**src/rtl/fifo_pkg.sv**
```systemverilog
// Shared constants for the synchronous first-word-fall-through FIFO.
// Holds the default geometry and the pointer width derived from the depth.
package fifo_pkg;

  localparam int DEFAULT_FIFO_WIDTH = 8;
  localparam int DEFAULT_FIFO_DEPTH = 256;
  localparam int DEFAULT_PTR_W      = $clog2(DEFAULT_FIFO_DEPTH);

  // Pointer width for an arbitrary depth; occupancy needs one extra bit.
  function automatic int ptr_width(input int depth);
    return $clog2(depth);
  endfunction

endpackage : fifo_pkg

```
**src/rtl/fifo_mem.sv**
```systemverilog
// Simple dual-port storage: one synchronous write port, one asynchronous read port.
// The asynchronous read is what lets the head entry fall through with zero latency.
module fifo_mem
  import fifo_pkg::*;
#(
  parameter int WIDTH  = DEFAULT_FIFO_WIDTH,
  parameter int DEPTH  = DEFAULT_FIFO_DEPTH,
  parameter int ADDR_W = DEFAULT_PTR_W
) (
  input  logic              clk,
  input  logic              wr_en,
  input  logic [ADDR_W-1:0] wr_addr,
  input  logic [WIDTH-1:0]  wr_data,
  input  logic [ADDR_W-1:0] rd_addr,
  output logic [WIDTH-1:0]  rd_data
);

  logic [WIDTH-1:0] mem_q [DEPTH];

  // Contents are deliberately not reset; occupancy tracking makes stale words invisible.
  always_ff @(posedge clk) begin
    if (wr_en) begin
      mem_q[wr_addr] <= wr_data;
    end
  end

  assign rd_data = mem_q[rd_addr];

endmodule : fifo_mem

```
**src/rtl/fifo.sv**
```systemverilog
// Single-clock FWFT FIFO with valid/ready on both sides.
// Pointers wrap naturally; an extra count bit distinguishes full from empty.
module fifo
  import fifo_pkg::*;
#(
  parameter int FIFO_WIDTH = DEFAULT_FIFO_WIDTH,
  parameter int FIFO_DEPTH = DEFAULT_FIFO_DEPTH
) (
  output logic                  readReady,
  output logic                  writeReady,
  input  logic                  readValid,
  input  logic                  writeValid,
  input  logic [FIFO_WIDTH-1:0] writeData,
  output logic [FIFO_WIDTH-1:0] readData,
  input  logic                  clk,
  input  logic                  rst
);

  localparam int PTR_W = ptr_width(FIFO_DEPTH);
  localparam int CNT_W = PTR_W + 1;
  localparam logic [CNT_W-1:0] FULL_COUNT = CNT_W'(FIFO_DEPTH);

  logic [PTR_W-1:0]      wr_ptr_q, wr_ptr_d;
  logic [PTR_W-1:0]      rd_ptr_q, rd_ptr_d;
  logic [CNT_W-1:0]      count_q, count_d;
  logic                  wr_en, rd_en;
  logic [FIFO_WIDTH-1:0] mem_rd_data;

  // Readies depend only on registered state, never on the same-cycle valids.
  assign writeReady = !rst && (count_q != FULL_COUNT);
  assign readReady  = !rst && (count_q != '0);
  assign wr_en      = writeValid && writeReady;
  assign rd_en      = readValid && readReady;
  assign readData   = readReady ? mem_rd_data : '0;

  always_comb begin
    wr_ptr_d = wr_ptr_q;
    rd_ptr_d = rd_ptr_q;
    count_d  = count_q;
    if (wr_en) begin
      wr_ptr_d = wr_ptr_q + 1'b1;
    end
    if (rd_en) begin
      rd_ptr_d = rd_ptr_q + 1'b1;
    end
    unique case ({wr_en, rd_en})
      2'b10:   count_d = count_q + 1'b1;
      2'b01:   count_d = count_q - 1'b1;
      default: count_d = count_q;
    endcase
  end

  always_ff @(posedge clk) begin
    if (rst) begin
      wr_ptr_q <= '0;
      rd_ptr_q <= '0;
      count_q  <= '0;
    end else begin
      wr_ptr_q <= wr_ptr_d;
      rd_ptr_q <= rd_ptr_d;
      count_q  <= count_d;
    end
  end

  fifo_mem #(
    .WIDTH  (FIFO_WIDTH),
    .DEPTH  (FIFO_DEPTH),
    .ADDR_W (PTR_W)
  ) u_mem (
    .clk     (clk),
    .wr_en   (wr_en),
    .wr_addr (wr_ptr_q),
    .wr_data (writeData),
    .rd_addr (rd_ptr_q),
    .rd_data (mem_rd_data)
  );

endmodule : fifo

```
**config.mk**
```make
export PLATFORM = sky130hd
export DESIGN_NAME = fifo
export DESIGN_NICKNAME = d
export VERILOG_FILES = /design/src/rtl/fifo_pkg.sv /design/src/rtl/fifo_mem.sv /design/src/rtl/fifo.sv
export SDC_FILE = /design/constraint.sdc
export NUM_CORES = 2
export LEC_CHECK = 0
export CAP_MARGIN = 0
export CELL_PAD_IN_SITES_DETAIL_PLACEMENT = 1
export CELL_PAD_IN_SITES_GLOBAL_PLACEMENT = 2
export CORE_UTILIZATION = 45
export CTS_BUF_LIST = sky130_fd_sc_hd__clkbuf_8
export CTS_CLUSTER_DIAMETER = 30
export DETAILED_ROUTE_END_ITERATION = 10
export PLACE_DENSITY_LB_ADDON = 0.05
export SKIP_CTS_REPAIR_TIMING = 1
export SYNTH_ARGS = -nofsm -noshare
export SYNTH_HDL_FRONTEND = slang
export SYNTH_SLANG_ARGS = --single-unit
```
**constraint.sdc**
```tcl
create_clock -name clk -period 5.64 [get_ports clk]
set_input_delay 1.692 -clock clk [delete_from_list [all_inputs] [get_ports clk]]
set_output_delay 1.692 -clock clk [all_outputs]
set_load 0.02 [all_outputs]
```
==> key figures <==
Outcome
  – Status: complete, but fails checks
  – Failing checks: negative setup slack

Critical path
  – Critical Path Fanout Max: 8
  – Setup CP Type: reg -> out
  – Critical path endpoint category: output pin
  – Flop-to-flop setup slack: 1.26 ns
  – Crit-path slowest cell: mux4_2
  – WP data required: ~4.0 ns
  – R2R depth: 14
  – CP Launch Type: flip-flop
  – CP dominant cell by count: buf_12
  – Critical path cell sequence: buf_12, buf_12, buf_16, buf_4, mux4_2, a22oi_1, nand2_1, a221o_1, a22oi_2, nand3_2, buf_6
  – Max incr delay on CP: 0.51 ns
  – Crit path DAT: 4.44 ns

Power
  – Switching Fraction: 0.243
  – Combinational Power Share: 0.132
  – Sequential Power Share: 0.418
  – Maximum vdd drop: ~0.29 mV
  – Total internal power: 30900 uW
  – Leak Pwr: between 0.03 and 0.04 uW
  – Switching Power: between 9000 and 10000 uW
  – PwrDens: 417 nW/um2
  – Clock Power Share: 0.450

Layout
  – Layout cells sized above 1: 0.377
  – Fin nets: roughly 4500
  – Register Area: between 60000 and 70000 um2
  – Multi-input logic area: around 18000 um2
  – Final std cells w/o fill: 7172
  – Area growth syn-to-layout: 21.8%
  – Fill cells: 15300
  – Post-route cell area: 97900 um2

Die
  – Starting density of the core: 0.455
  – CORE AREA: 177000 um2
  – Row count: between 150 and 200
  – Die Y: approximately 420 um
  – Number of top-level pins: 22
  – Die area: 180000 um2
  – Die width: 425 um

Logic synthesis
  – Mapped Avg Cell Area: ~22 um2
  – Post-synth EDFFs: roughly 2000
  – Syn nets: 3754
  – Synth top area share: 0.765
  – Sequential fraction of the synthesis area: 0.773
  – #FFs+latches synth: roughly 2100
  – Synth area leader: edfxtp_1
  – Top-count cell post-synth: edfxtp_1
  – Synth area leaders: edfxtp_1 76%, mux4_2 15%, a22oi_1 1.4%
  – Leading cell types by count after synthesis: 2048 x edfxtp_1, 545 x mux4_2, 306 x nor2_1
  – Ys flop type: edfxtp_1
  – Synth warnings: 0
  – Unique masters post-synth: 54
  – Synth Instances: 3734
  – Post-Syn Area: 80400 um2
  – Post-synth ARST share: 0

Detailed routing
  – First-pass DRT Iterations: 5
  – DR vias/cell: 5.83
  – Drt wl/cell: 32.2 um
  – DRC violations left: 0
  – Final antenna-violating net count: 0
  – Detailed-route via count: 41800
  – DRT iter0 DRCs: 3860
  – WL final: 231000 um

Hold path
  – Hold Crit Class: reg -> reg
  – Worst hold path depth: 2

STA
  – Max_slew headroom: 0.128
  – Slew Limit Fails: 0
  – RSZ-0062 raised after global routing: yes
  – Final setup violation count: 8
  – Worst-Margin Slew: 1.30 ns
  – Fin Clk Skew: 0.0737 ns
  – F_max: between 0.15 and 0.2 GHz
  – PnR worst setup slack: -0.487 ns
  – Tmin final: 6.13 ns
  – Fin. Hold Viols: 0
  – Final period utilization: 1.09

GRT
  – Largest net degree at the start of global routing: 140
  – Vias in the first global route: 44500
  – Antenna violations before repair: 7
  – Total gr overflow: 0
  – Gr usage total: 0.253
  – First-pass GRT wire length: 323000 um

Placed design
  – Placed Instances: 6211
  – Dpl cell area: 85700 um2
  – DP HPWL: about 140000 um
  – Routability Congestion: 0.877
  – PortBufs: 21

Clock tree
  – Max clock buf depth: 4
  – Worst-skew pair later-pin latency: 1.11 ns
  – Clk root buf: clkbuf_8
  – Num CTS Buffers: 465
  – Sink Count: 2081
  – CTS tree: done
  – CTS HTree Levels: 5
  – Clock-pin slew on the worst setup and hold paths: 0.05 ns

Flow run
  – Max_cap viols: 0
==> logic make-up after synthesis <==
kind of cell    count (synthesis)  share of synthesized area
compound gates                359                     0.0313
flops                        2081                      0.773
xor+xnor                       19                    0.00207
buf+inv                       240                     0.0135
mux                           548                      0.153
simple gates                  479                     0.0256
fa+ha+maj                       8                    0.00125
==> area by class of cell <==
cell class / instances / share of cell area
flip-flops and latches: 2081 / 0.635
multi-input cells: 1413 / 0.180
clock buffers: 469 / 0.0659
repair buffers: 477 / 0.0498
clock inverters: 374 / 0.0390
well taps: 2340 / 0.0299
inverters: 13 / 0.000498
diodes: 5 / 0.000128
==> metal layers <==
metal,routed length (um),up-vias,track usage
li1,-,17300,-
met1,99900,22700,0.356
met2,111000,1487,0.401
met3,13500,359,0.0452
met4,6500,4,0.0823
met5,27,-,0
==> critical path, delay by kind of cell (launching register included) <==
kind / cells / cell delay, ns
AO/OA/AOI/OAI: 3 / 1.10
buffers and inverters: 5 / 0.86
AND/OR/NAND/NOR: 2 / 0.48
flip-flops: 1 / 0.41
multiplexers: 1 / 0.51
==> state kept, by name (all words and copies together) (netlist names), named ones only <==
signal / count
wr_ptr_q: 8
u_mem.mem_q: 2048
count_q: 9
rd_ptr_q: 8
==> cells in the final DEF, fill, tap and decap left out, types with 57 or more instances in the layout <==
cell type	netlist	layout
clkbuf_8	0	477
clkinv_2	0	80
nand2_1	65	60
inv_1	11	57
edfxtp_1	2048	2048
a21oi_1	72	64
buf_4	28	362
clkinv_1	2	93
mux4_2	545	545
bufinv_16	0	74
a22oi_1	155	125
nor2_1	306	304
==> power groups by stage <==
stage / combinational, uW / sequential, uW / clock (uW)
floorplan: 2790 / 17300 / 0
global placement: 4540 / 17400 / 0
detailed placement: 4590 / 17400 / 0
CTS: 4610 / 17100 / 18800
global route: 5660 / 17100 / 19400
finish: 5400 / 17100 / 18400
==> final timing paths <==
path,end,startpoint
worst max register to register,count_q[6],count_q[3]
worst min-delay path,count_q[7],count_q[7]
worst min register to register,count_q[7],count_q[7]
worst max-delay path,readData[0],flip-flop
==> metrics by stage <==
| stage | setup slack (ns) | util | setup TNS (ns) | hold slack, ns | total power (uW) |
|---|---|---|---|---|---|
| after CTS | -1.35 | 0.543 | -8.96 | 0.528 | 40500 |
| final | -0.487 | 0.554 | -3.43 | 0.524 | 40900 |
| after global routing | -0.560 | 0.554 | -4.12 | 0.576 | 42100 |
| after detailed placement | -0.253 | 0.484 | -0.404 | 0.508 | 22000 |
| after floorplan | 0.633 | - | 0 | 0.476 | 20100 |
| after global placement | -0.254 | 0.484 | -0.440 | 0.502 | 21900 |
No activity file was read; power rests on OpenSTA's default activity.
